File: config.mk
export PLATFORM = sky130hd
export DESIGN_NAME = product_bcd_converter
export DESIGN_NICKNAME = d
export VERILOG_FILES = /design/src/rtl/mult_pkg.sv /design/src/rtl/bcd_add3.sv /design/src/rtl/product_bcd_converter.sv
export SDC_FILE = /design/constraint.sdc
export NUM_CORES = 1
export LEC_CHECK = 0
export CAP_MARGIN = 15
export CORE_MARGIN = 3
export CORE_UTILIZATION = 57
export DETAILED_ROUTE_END_ITERATION = 7
export PLACE_DENSITY_LB_ADDON = 0.08
export SYNTH_ARGS = -nofsm -noshare
export SYNTH_HDL_FRONTEND = slang
export SYNTH_SLANG_ARGS = --single-unit
File: constraint.sdc
create_clock -name clk -period 2.8 [get_ports clk]
set_input_delay 0.56 -clock clk [delete_from_list [all_inputs] [get_ports clk]]
set_output_delay 0.56 -clock clk [all_outputs]
set_load 0.05 [all_outputs]
File: src/rtl/mult_pkg.sv
// Shared definitions for the 7x7 multiplier datapath and its BCD back end.
//   PRODUCT_W  : width of the multiplier product (7 + 7 bits)
//   BCD_DIGITS : decimal digits needed to show the largest product
//   state_e    : converter FSM encoding (IDLE=00, SHIFT=01, DONE=10)
package mult_pkg;

    localparam int PRODUCT_W  = 14;
    localparam int BCD_DIGITS = 5;

    typedef enum logic [1:0] {
        IDLE  = 2'b00,
        SHIFT = 2'b01,
        DONE  = 2'b10
    } state_e;

endpackage

File: src/rtl/bcd_add3.sv
// Double-dabble digit corrector: a BCD digit of 5 or more gets +3 so the
// following left shift carries correctly into the next decimal digit.
//   d_i : 4-bit BCD digit before the shift
//   d_o : corrected digit
module bcd_add3 (
    input  logic [3:0] d_i,
    output logic [3:0] d_o
);

    assign d_o = (d_i >= 4'd5) ? d_i + 4'd3 : d_i;

endmodule

File: src/rtl/product_bcd_converter.sv
// Sequential binary-to-BCD converter for the multiplier product, one bit per
// clock using shift-and-add-3. Feeds the seven-segment display driver.
//
// Ports:
//   clk      : system clock, rising edge
//   rst_n    : asynchronous active-low reset
//   start    : conversion request, taken only when ready (IDLE or DONE)
//   bin      : binary product, captured in the start cycle
//   busy     : high while iterating (SHIFT)
//   done     : one-cycle pulse, bcd freshly updated
//   bcd      : packed BCD result, digit 0 in [3:0], held between conversions
//   digit_en : per-digit display enable
//
// Handshake: a request is accepted on a rising edge where start = 1 and the
// FSM is in IDLE or DONE; any start seen while busy is dropped, not queued.
//
// Build option PRODUCT_BCD_BLANK_EN: when defined, digit_en blanks leading
// zero digits (digit 0 always lit). When undefined, digit_en is all ones.
module product_bcd_converter
    import mult_pkg::*;
#(
    parameter int IN_W   = PRODUCT_W,
    parameter int DIGITS = BCD_DIGITS
) (
    input  logic                  clk,
    input  logic                  rst_n,
    input  logic                  start,
    input  logic [IN_W-1:0]       bin,
    output logic                  busy,
    output logic                  done,
    output logic [4*DIGITS-1:0]   bcd,
    output logic [DIGITS-1:0]     digit_en
);

    localparam int BCD_W = 4 * DIGITS;
    localparam int CNT_W = $clog2(IN_W);

    state_e state_q, state_d;

    logic [CNT_W-1:0] cnt_q, cnt_d;
    logic [IN_W-1:0]  shreg_q, shreg_d;
    logic [BCD_W-1:0] scratch_q, scratch_d;
    logic [BCD_W-1:0] bcd_q, bcd_d;

    logic [BCD_W-1:0] corr;
    logic [BCD_W-1:0] scratch_sh;
    logic [IN_W-1:0]  shreg_sh;
    logic             unused_carry;

    logic ready;
    logic accept;
    logic last_iter;

    assign ready     = (state_q == IDLE) || (state_q == DONE);
    assign accept    = start && ready;
    assign last_iter = (cnt_q == CNT_W'(IN_W - 1));

    // Correct every scratch digit, then shift {scratch, shreg} left by one.
    // The bit leaving the top digit is always zero for legal parameters.
    for (genvar g = 0; g < DIGITS; g++) begin : g_add3
        bcd_add3 u_add3 (
            .d_i (scratch_q[4*g +: 4]),
            .d_o (corr[4*g +: 4])
        );
    end

    assign {unused_carry, scratch_sh, shreg_sh} = {corr, shreg_q, 1'b0};

    // ---------------- FSM: state register ----------------
    always_ff @(posedge clk or negedge rst_n) begin
        if (!rst_n) begin
            state_q <= IDLE;
        end else begin
            state_q <= state_d;
        end
    end

    // ---------------- FSM: next state ----------------
    always_comb begin
        state_d = state_q;
        case (state_q)
            IDLE:    if (start) state_d = SHIFT;
            SHIFT:   if (last_iter) state_d = DONE;
            DONE:    state_d = start ? SHIFT : IDLE;
            default: state_d = IDLE;
        endcase
    end

    // ---------------- FSM: outputs ----------------
    always_comb begin
        busy = (state_q == SHIFT);
        done = (state_q == DONE);
    end

    // ---------------- datapath next values ----------------
    always_comb begin
        cnt_d     = cnt_q;
        shreg_d   = shreg_q;
        scratch_d = scratch_q;
        bcd_d     = bcd_q;
        if (accept) begin
            cnt_d     = '0;
            shreg_d   = bin;
            scratch_d = '0;
        end else if (state_q == SHIFT) begin
            cnt_d     = cnt_q + CNT_W'(1);
            shreg_d   = shreg_sh;
            scratch_d = scratch_sh;
            if (last_iter) begin
                bcd_d = scratch_sh;
            end
        end
    end

    always_ff @(posedge clk or negedge rst_n) begin
        if (!rst_n) begin
            cnt_q     <= '0;
            shreg_q   <= '0;
            scratch_q <= '0;
            bcd_q     <= '0;
        end else begin
            cnt_q     <= cnt_d;
            shreg_q   <= shreg_d;
            scratch_q <= scratch_d;
            bcd_q     <= bcd_d;
        end
    end

    assign bcd = bcd_q;

`ifdef PRODUCT_BCD_BLANK_EN
    logic [DIGITS-1:0] digit_en_q, digit_en_d;
    logic [DIGITS-1:0] blank_en;

    // Digit i is lit when it or any more-significant digit is nonzero.
    always_comb begin
        logic seen;
        seen     = 1'b0;
        blank_en = '0;
        for (int i = DIGITS - 1; i >= 0; i--) begin
            seen        = seen | (|scratch_sh[4*i +: 4]);
            blank_en[i] = seen;
        end
        blank_en[0] = 1'b1;
    end

    always_comb begin
        digit_en_d = digit_en_q;
        if (state_q == SHIFT && last_iter) begin
            digit_en_d = blank_en;
        end
    end

    always_ff @(posedge clk or negedge rst_n) begin
        if (!rst_n) begin
            digit_en_q <= '1;
        end else begin
            digit_en_q <= digit_en_d;
        end
    end

    assign digit_en = digit_en_q;
`else
    assign digit_en = '1;
`endif

endmodule

* Word-level counts from Yosys, hierarchy flattened
Cells that the tools add are included.
** Storage, ports and cells
- Bits in registers :: 60
- Input bits :: 17
- Output and inout bits :: 27
- Word-level logic and storage cells :: 43
** Cells by class
- Add/subtract/negate cells :: 6
- Magnitude comparators :: 5
- Equality and inequality tests :: 5
- Multiplexer cells :: 15
- Bitwise logic cells :: 1
- Reductions and logical operators :: 6
** Operator list (count)
- $mux 20 :: 2
- $mux 14 :: 2
- $mux 4 :: 6
- $ge 4x3->1 const B :: 5
- $add 4x2->4 const B :: 4
- $pmux 2 s3 :: 1
- $add 4x1->4 const B :: 1
- $eq 4x4->1 const B :: 1
- $mux 2 :: 2
- $add 3x2->3 const B :: 1
- $mux 3 :: 1
- $reduce_and 3->1 :: 1
- $eq 2x1->1 const B :: 1
- $eq 2x2->1 const B :: 1
- $logic_not 2->1 :: 1
- $ne 2x1->1 const B :: 1
- $ne 2x2->1 const B :: 1
- $reduce_and 2->1 :: 1
- $reduce_bool 2->1 :: 1
- $logic_and 1x1->1 :: 1
- $logic_or 1x1->1 :: 1
- $mux 1 :: 1
- $not 1->1 :: 1

* Longest topological paths before layout
Gate-level depths: netlist of run 1.
- Depth after elaboration :: 5
- Mapped depth :: 8
- Gate-level depth less buffers :: 7

* Cells and area by module
A second synthesis of run 1 with hierarchy kept.
** Unflattened totals
- Cells, all modules :: 265
- Area, all modules :: 3021.6 µm²
** Modules (own cells, without submodules)
- product_bcd_converter :: times used 1, cells an instance 185, area each 2514.9 µm², sequential area each 1501.4 µm²
- bcd_add3 :: times used 5, cells an instance 16, area each 101.3 µm², sequential area each 0.0 µm²

* Least setup slack after synthesis of run 1
OpenSTA, ideal clock, no wires.
- Kind :: register to output
- Start :: register state_q[1]
- End :: output port busy
- Arrival time :: 1234 ps
- Data required time :: 2240 ps
- Path slack :: 1006 ps
- Cell stages (with the launch flop) :: 4
- Path buffers :: 1
- Path through :: dfrtp_1 -> nand2b_4 -> inv_2 -> clkbuf_1
** Between the ends
- Longest elaborated chain between the ends :: 1
** RTL lines
- start: declaration :: line product_bcd_converter.sv:38 : state_e state_q, state_d;
- start signal: assignment :: line product_bcd_converter.sv:74 : state_q <= state_d;
- $eq 2x1->1 :: line product_bcd_converter.sv:91 : busy = (state_q == SHIFT);
- end: declaration :: line product_bcd_converter.sv:29 : output logic busy,
No other way between the ends.

* Worst setup path after layout of run 1
- Start :: register state_q[0]
- End :: output port done
** Between the ends
- Longest elaborated chain between the ends :: 1
** RTL lines
- $eq 2x2->1 :: line product_bcd_converter.sv:92 : done = (state_q == DONE);
- end: declaration :: line product_bcd_converter.sv:30 : output logic done,
No other way between the ends.

==> summary.md, run 1 <==
| Metric | Value |
|---|---|
| Status | finished, final reports clean |
| Area growth syn-to-layout | 21.2% |
| Met3 wire len | 277 µm |
| Tmin final | 2.29 ns |
| Hold_buf cts | 0 |
| Initial drt markers | 163 |
| Met2 WL | 2.61 mm |
| Layout Cells excl Fill | 388 |
| Worst slew pin tran | 0.792 ns |
| Warnings, synthesis | 0 |
| Post-DR wirelength/cell | 14.0 µm |
| Layout cells sized above 1 | 0.106 |
| # DRC | 0 |
| Clock Tree Buf Depth | 2 |
| Number of instances in the placed design | 372 |
| Most frequent cells in the layout | 60 x dfrtp_1, 53 x nand2_1, 36 x clkdlybuf4s50_1 |
| DPL Wire Length | 3.49 mm |
| Sequential area share after synthesis | 0.530 |
| Peak VDD IR | 0.000718 V |
| Crit-path slowest cell | clkdlybuf4s50_1 |
| Core area | 4750 µm² |
| Max cap viols | 0 |
| Worst-Skew Late Latency | 0.33 ns |
| Area of the multi-input gates | 1190 µm² |
| Critical Path Stages | 2 |
| Yosys top cell by area | dfrtp_1 |
| TritonRoute pass-1 iters | 4 |
| Top-area cell type share of the netlist area | 0.530 |
| Sequential cell area | 1500 µm² |
| Sink Count | 60 |
| Root buffer cell | clkbuf_8 |
| Synth area leaders | dfrtp_1 53%, nand2_1 7.0%, ha_1 5.3% |
| Final hold vios | 0 |
| Ports | 44 |
| Post-Syn Area | 2830 µm² |
| Lkg Pwr | 1.60 nW |
| Vias | 2061 |
| Post-DR vias/cell | 5.31 |
| Top Family by Delay on Critical Path | buffers and inverters |
| Total GRT Usage | 0.207 |
| Nets | 345 |
| Largest net degree at the start of global routing | 61 |
| DIE AREA | 5850 µm² |
| Placed Instance Area | 3230 µm² |
| Post-synthesis cell count | 276 |
| Die Span Y | 76.5 µm |
| Fmax | 436 MHz |
| PD cells | 1290 nW/µm² |
| Unrepaired setup endpoints after global routing | no |
| Fillers | 367 |
| Congestion Overflow GR | 0 |
| Post-CTS Setup Inserts | 0 |
| Die width | 76.5 µm |
| Global placer's final weighted congestion | 0.737 |
| Finished Cell Area | 3430 µm² |
| Hold Path Class | in2async |
| Leading cell type in the layout, fill and taps excluded | dfrtp_1 |
| Inserted Diodes | 0 |
| Antenna-violating nets left | 0 |
| CTS tree | yes |
| M1 WL | 2.49 mm |
| CP Buf/Inv Count | 1 |
| Req. time, crit path | 2.24 ns |
| Crit Path Class | reg2out |
| Initial antenna violation count | 0 |
| FF-to-FF path depth | 6 |
| Critical path, cell by cell | nor2b_1 > clkdlybuf4s50_1 |
| Final worst-path cycle share | 0.819 |
| Fin. max-slew vios | 0 |
| FF+latch count, synth | 60 |
| Synth unique cells | 31 |
| CP max FO | 3 |
| CTS-repair resized insts | 0 |
| Starting Density | 0.596 |
| Clock-pin slew on the worst setup and hold paths | 0.07 ns |
| Number of H-tree levels | 3 |
| Setup TNS | 0 ns |
| Min Hold Slack | 0.371 ns |
| Max-Slew Margin vs Limit | 0.470 |
| Avg Inst Size Synth | 10.3 µm² |
| Crit. End Element | primary output |
| Worst Path Arrival | 1.73 ns |
| Site row count | 25 |
| Top sig layer | met4 |
| CP max stage delay | 0.83 ns |
| First-pass GRT wire length | 9.66 mm |
| Port Buf Inserts | 38 |
| CP startpoint kind | flip-flop |
| Vias in the first global route | 2118 |
| CTS Buf Count | 9 |
| Final WL | 5.45 mm |
| Final setup vio count | 0 |
| Clock Skew | 0.00575 ns |
## path summary, 6_finish.rpt
kind                        startpoint             to  slack (ns)
max in group asynchronous        rst_n     shreg_q[3]        1.94
min reg2reg                shreg_q[12]    shreg_q[12]        0.48
min                              rst_n  scratch_q[11]        0.37
max                         state_q[0]           done        0.51
min in group clk           shreg_q[12]    shreg_q[12]        0.48
max reg2reg                 state_q[0]  scratch_q[11]        0.79
## flip-flops by register name (all words and copies together) (netlist names)
register / cells
bcd: 20
scratch_q: 20
shreg_q: 14
cnt_q: 4
state_q: 2
## per-layer routing
layer	vias to the layer above	track usage
met5	-	0
met4	0	0.0870
met3	10	0.0414
met2	63	0.335
met1	971	0.273
li1	1017	-
## cell families (layout without fill, tap and decap cells)
family | count (synthesis) | in the layout | share of synthesized area
AND/OR/NAND/NOR | 87 | 87 | 0.146
other | 1 | 5 | 0.00132
AO/OA/AOI/OAI | 65 | 65 | 0.140
XOR/XNOR | 8 | 8 | 0.0247
adder cells (fa/ha/maj) | 12 | 12 | 0.0530
multiplexers | 13 | 13 | 0.0495
buffers and inverters | 30 | 71 | 0.0548
flip-flops | 60 | 60 | 0.530
## synthesized netlist by cell type (all sizes together)
master	count
a21o	1
xor2	2
inv	12
a22o	10
a21oi	14
o21ai	27
nor2	4
a22oi	13
or2	1
nor3	5
clkinv	1
nand3	6
nor3b	9
ha	12
conb	1
mux2i	5
nor2b	2
nand2b	6
nand2	53
nand4	1
dfrtp	60
mux2	8
buf	13
clkbuf	4
xnor2	6
## power by group
part           switching [mW]  total (mW)  internal, mW
logic                    1.29        2.11         0.824
clock network           0.333       0.787         0.453
registers               0.290        1.53          1.24
## cell type report
class,instances,area share
flip-flops and latches,60,0.437
multi-input cells,190,0.347
repair buffers,42,0.117
clock buffers,11,0.0441
well taps,67,0.0244
inverters,13,0.0157
clock inverters,5,0.0146
## stage by stage
step | utilization | setup WS (ns) | power, mW
global route | 0.722 | 0.418 | 4.78
global placement | 0.680 | 0.755 | 3.56
floorplan | - | 1.01 | 3.09
finish | 0.722 | 0.506 | 4.43
CTS | 0.722 | 0.494 | 4.45
detailed placement | 0.680 | 0.729 | 3.65
## worst register-to-register path, stage by stage, from the launching register on
cell	delay (ns)
dfrtp_1	0.42
nand2b_4	0.19
inv_2	0.13
buf_4	0.25
nor2_4	0.67
o21ai_1	0.17
nand2_1	0.11
No activity file was read; power rests on OpenSTA's default activity.
==> inputs of run 2 (changes only) <==
- CORE_UTILIZATION: 57 -> 48
- clock period: 2.8 -> 2.1 ns (I/O delays scaled with it)
==> summary.md, run 2 (synthesis results as in run 1) <==
| Metric | Value |
|---|---|
| PD cells | 1720 nW/µm² (was 1290 nW/µm²) |
| CP startpoint kind | flip-flop (unchanged) |
| Vias in the first global route | 2032 (was 2118) |
| CTS Buf Count | 9 (unchanged) |
| Max-Slew Margin vs Limit | 0.457 (was 0.470) |
| Die Span Y | 82.8 µm (was 76.5 µm) |
| Number of H-tree levels | 3 (unchanged) |
| CP max stage delay | 0.81 ns (was 0.83 ns) |
| Root buffer cell | clkbuf_8 (unchanged) |
| Die width | 82.8 µm (was 76.5 µm) |
| Switching power share of the total | 0.429 (was 0.431) |
| Post-DR wirelength/cell | 14.2 µm (was 14.0 µm) |
| Fmax | 520 MHz |
| Post-layout power | 5.94 mW (was 4.43 mW) |
| Final worst-path cycle share | 0.915 |
| Crit Path Class | reg2out (unchanged) |
| Hold_buf cts | 0 (unchanged) |
| CP max FO | 2 (was 3) |
| Worst Path Arrival | 1.50 ns (was 1.73 ns) |
| Cell Int Power | 3.39 mW (was 2.52 mW) |
| Site row count | 27 (was 25) |
| Fin. max-slew vios | 0 (unchanged) |
| Number of instances in the placed design | 378 (was 372) |
| Final WL | 5.57 mm (was 5.45 mm) |
| Fillers | 513 (was 367) |
| Post-DR vias/cell | 5.22 (was 5.31) |
| Sequential share of power | 0.344 (was 0.346) |
| DPL Wire Length | 3.64 mm (was 3.49 mm) |
| Nets | 346 (was 345) |
| Crit-path slowest cell | clkdlybuf4s50_1 (unchanged) |
| Clock Skew | 0.00695 ns (was 0.00575 ns) |
| Starting Density | 0.505 (was 0.596) |
| Top Family by Delay on Critical Path | buffers and inverters (unchanged) |
| Congestion Overflow GR | 0 (unchanged) |
| Layout Cells excl Fill | 392 (was 388) |
| Most frequent cells in the layout | 60 x dfrtp_1, 53 x nand2_1, 35 x clkdlybuf4s50_1 (was 60 x dfrtp_1, 53 x nand2_1, 36 x clkdlybuf4s50_1) |
| Initial drt markers | 93 (was 163) |
| Worst-Skew Late Latency | 0.33 ns (about the same) |
| Antenna-violating nets left | 0 (unchanged) |
| Inserted Diodes | 0 (unchanged) |
| Setup TNS | 0 ns (unchanged) |
| Global placer's final weighted congestion | 0.769 (was 0.737) |
| Status | finished, final reports clean (unchanged) |
| Finished Cell Area | 3460 µm² (was 3430 µm²) |
| Hold Path Class | in2async (unchanged) |
| Worst R2R Setup Slack | 0.38 ns (was 0.79 ns) |
| Vias | 2046 (was 2061) |
| Sink Count | 60 (unchanged) |
| TritonRoute pass-1 iters | 4 (unchanged) |
| First-pass GRT wire length | 9.51 mm (was 9.66 mm) |
| Logic gate share of total power | 0.483 (was 0.477) |
| FF-to-FF path depth | 6 (unchanged) |
| Peak VDD IR | 0.00104 V (was 0.000718 V) |
| Final hold vios | 0 (unchanged) |
| Max cap viols | 0 (unchanged) |
| Initial antenna violation count | 0 (unchanged) |
| CTS-repair resized insts | 0 (unchanged) |
| Switching Power | 2.54 mW (was 1.91 mW) |
| Clock Tree Buf Depth | 2 (unchanged) |
| Ports | 44 (unchanged) |
| Tmin final | 1.92 ns |
| Critical path, cell by cell | clkdlybuf4s50_1 (was nor2b_1 > clkdlybuf4s50_1) |
| Post-CTS Setup Inserts | 0 (unchanged) |
| Critical Path Stages | 1 (was 2) |
| Clock power frac | 0.173 (was 0.178) |
| Req. time, crit path | 1.68 ns (was 2.24 ns) |
| # DRC | 0 (unchanged) |
| Lkg Pwr | 1.61 nW (was 1.60 nW) |
| CP Buf/Inv Count | 1 (unchanged) |
| Leading cell type in the layout, fill and taps excluded | dfrtp_1 (unchanged) |
| Placed Instance Area | 3270 µm² (was 3230 µm²) |
| Unrepaired setup endpoints after global routing | no (unchanged) |
| Port Buf Inserts | 38 (unchanged) |
| Core area | 5610 µm² (was 4750 µm²) |
| Final setup vio count | 0 (unchanged) |
| Area growth syn-to-layout | 22.1% (was 21.2%) |
| Layout cells sized above 1 | 0.103 (was 0.106) |
| DIE AREA | 6860 µm² (was 5850 µm²) |
| CTS tree | yes (unchanged) |
| Crit. End Element | primary output (unchanged) |
| Total GRT Usage | 0.172 (was 0.207) |
| Worst slew pin tran | 0.813 ns (was 0.792 ns) |
| Largest net degree at the start of global routing | 61 (unchanged) |
| Clock-pin slew on the worst setup and hold paths | 0.07 ns (about the same) |
-- run 2: final cells by class --
cell class	count	area, µm²	area share
repair buffers	43	433	0.125
multi-input cells	190	1190	0.344
clock buffers	12	155	0.0448
clock inverters	2	35.0	0.0101
well taps	72	90.1	0.0260
inverters	13	53.8	0.0156
flip-flops and latches	60	1500	0.434
-- run 2: path summary, 6_finish.rpt --
| path | start | end |
|---|---|---|
| max reg2reg | scratch_q[4] | bcd[6] |
| max in group asynchronous | rst_n | shreg_q[13] |
| min reg2reg | bcd[19] | bcd[19] |
| min in group clk | bcd[19] | bcd[19] |
| min | rst_n | bcd[11] |
| max | bcd[7] | bcd[7] |
-- run 2: routing by layer --
layer / wire [µm] / track usage / vias to the layer above
met5: 0 / 0 / -
met4: 121 / 0.0877 / 0
met3: 207 / 0.0417 / 10
met2: 2450 / 0.259 / 40
met1: 2790 / 0.230 / 976
li1: - / - / 1020
-- run 2: power by group through the flow --
stage          Combinational, mW  Clock [mW]  Sequential, mW
4_1_cts                     2.89        1.05            2.04
6_report                    2.87        1.03            2.04
5_1_grt                     3.17        1.08            2.12
2_1_floorplan               1.65           0            2.46
3_5_place_dp                2.88           0            2.05
3_3_place_gp                2.81           0            2.04
-- run 2: metrics by stage --
stage | hold WS, ns | util | worst slack (ns)
floorplan | 0.124 | - | 0.446
global placement | 0.451 | 0.583 | 0.180
detailed placement | 0.453 | 0.583 | 0.164
CTS | 0.0838 | 0.617 | 0.151
global route | 0.0988 | 0.617 | 0.137
finish | 0.0822 | 0.617 | 0.178
==> inputs of run 3 (changes only) <==
- CORE_MARGIN: 3 -> default
==> summary.md, run 3 (synthesis results as in run 1) <==
| Metric | Value |
|---|---|
| Clock Tree Buf Depth | 2 (unchanged) |
| Clock-pin slew on the worst setup and hold paths | 0.07 ns (about the same) |
| Worst slew pin tran | 0.768 ns (was 0.813 ns) |
| # DRC | 0 (unchanged) |
| Global placer's final weighted congestion | 0.742 (was 0.769) |
| RR Startpoint | scratch_q[0] (was scratch_q[4]) |
| Die width | 78.8 µm (was 82.8 µm) |
| Sequential cell area | 1500 µm² (unchanged) |
| CP max stage delay | 0.81 ns (about the same) |
| Post-DR wirelength/cell | 13.6 µm (was 14.2 µm) |
| DPL Wire Length | 3.55 mm (was 3.64 mm) |
| Fillers | 488 (was 513) |
| PD cells | 1750 nW/µm² (was 1720 nW/µm²) |
| CP Buf/Inv Count | 1 (unchanged) |
| Tmin final | 1.93 ns (was 1.92 ns) |
| Site row count | 27 (unchanged) |
| Nets | 345 (was 346) |
| Finished Cell Area | 3520 µm² (was 3460 µm²) |
| CP max FO | 2 (unchanged) |
| Unrepaired setup endpoints after global routing | no (unchanged) |
| Post-layout power | 6.19 mW (was 5.94 mW) |
| Worst R2R Setup Slack | 0.43 ns (was 0.38 ns) |
| CTS Buf Count | 9 (unchanged) |
| Final WL | 5.33 mm (was 5.57 mm) |
| Req. time, crit path | 1.68 ns (about the same) |
| Total GRT Usage | 0.201 (was 0.172) |
| Sink Count | 60 (unchanged) |
| CTS tree | yes (unchanged) |
| Final setup vio count | 0 (unchanged) |
| Largest net degree at the start of global routing | 44 (was 61) |
| Critical Path Stages | 1 (unchanged) |
| FF-to-FF path depth | 6 (unchanged) |
| Most frequent cells in the layout | 60 x dfrtp_1, 53 x nand2_1, 35 x clkdlybuf4s50_1 (unchanged) |
| Crit. End Element | primary output (unchanged) |
| Clock Skew | 0.00630 ns (was 0.00695 ns) |
| Max cap viols | 0 (unchanged) |
| Inserted Diodes | 0 (unchanged) |
| Die Span Y | 78.8 µm (was 82.8 µm) |
| Root buffer cell | clkbuf_8 (unchanged) |
| Final worst-path cycle share | 0.918 (was 0.915) |
| Crit Path Class | reg2out (unchanged) |
| Port Buf Inserts | 38 (unchanged) |
| Post-DR vias/cell | 5.26 (was 5.22) |
| Worst-Skew Late Latency | 0.34 ns (was 0.33 ns) |
| Hold Path Class | in2async (unchanged) |
| Critical path, cell by cell | clkdlybuf4s50_1 (unchanged) |
| Initial antenna violation count | 0 (unchanged) |
| Crit-path slowest cell | clkdlybuf4s50_1 (unchanged) |
| Placed Instance Area | 3270 µm² (about the same) |
| Area growth syn-to-layout | 24.4% (was 22.1%) |
| Layout cells sized above 1 | 0.106 (was 0.103) |
| Leading cell type in the layout, fill and taps excluded | dfrtp_1 (unchanged) |
| CP startpoint kind | flip-flop (unchanged) |
| Hold_buf cts | 0 (unchanged) |
| Ports | 44 (unchanged) |
| Worst Path Arrival | 1.51 ns (was 1.50 ns) |
| TritonRoute pass-1 iters | 4 (unchanged) |
| Top Family by Delay on Critical Path | buffers and inverters (unchanged) |
| Post-CTS Setup Inserts | 0 (unchanged) |
| Starting Density | 0.505 (unchanged) |
| First-pass GRT wire length | 9.45 mm (was 9.51 mm) |
| Lkg Pwr | 1.64 nW (was 1.61 nW) |
| Antenna-violating nets left | 0 (unchanged) |
| Fin. max-slew vios | 0 (unchanged) |
| Initial drt markers | 136 (was 93) |
| Core area | 5610 µm² (unchanged) |
| Vias | 2066 (was 2046) |
| Peak VDD IR | 0.000980 V (was 0.00104 V) |
| Number of H-tree levels | 3 (unchanged) |
| Max-Slew Margin vs Limit | 0.487 (was 0.457) |
| Final hold vios | 0 (unchanged) |
| Congestion Overflow GR | 0 (unchanged) |
| Fmax | 519 MHz (was 520 MHz) |
| DIE AREA | 6210 µm² (was 6860 µm²) |
| FF-to-FF End | bcd[2] (was bcd[6]) |
| Vias in the first global route | 2084 (was 2032) |
| Status | finished, final reports clean (unchanged) |
| CTS-repair resized insts | 0 (unchanged) |
| Area of the multi-input gates | 1190 µm² (unchanged) |
| Setup TNS | 0 ns (unchanged) |
## run 3: cell types whose count changed in the layout (fill, tap and decap cells not counted)
cell       before  now
buf_4           5    3
bufinv_16       1    3
buf_12          2    3
## run 3: power breakdown
part	switching (mW)	leakage (nW)	total [mW]	internal (mW)
combinational	1.71	0.744	2.86	1.15
clock	0.436	0.127	1.29	0.851
sequential	0.381	0.767	2.04	1.66
## run 3: worst max path at each step
stage	startpoint	endpoint	slack (ns)
floorplan	state_q[1]	busy	0.45
global route	bcd[0]	bcd[0]	0.12
finish	bcd[0]	bcd[0]	0.17
CTS	bcd[4]	bcd[4]	0.16
global placement	start	scratch_q[1]	0.20
detailed placement	start	scratch_q[18]	0.17
## run 3: per-stage QoR
step	hold WS [ns]	std cells	setup slack [ns]	util
floorplan	0.124	280	0.446	-
global placement	0.381	377	0.202	0.584
detailed placement	0.379	377	0.166	0.584
CTS	0.0200	393	0.157	0.629
global route	0.0332	393	0.117	0.629
finish	0.00543	393	0.173	0.629
## run 3: per-layer routing
metal  track usage  part of all wire  vias up
li1              -                 -     1017
met1         0.269              0.49      993
met2         0.302              0.46       47
met3        0.0517             0.039        9
met4         0.100             0.015        0
met5             0                 0        -
## run 3: final cells by class
cell class | count | share of cell area
timing repair buffer | 42 | 0.124
inverter | 13 | 0.0153
clock inverter | 4 | 0.0270
tap | 72 | 0.0256
multi-input combinational | 190 | 0.338
clock buffer | 12 | 0.0440
sequential | 60 | 0.426
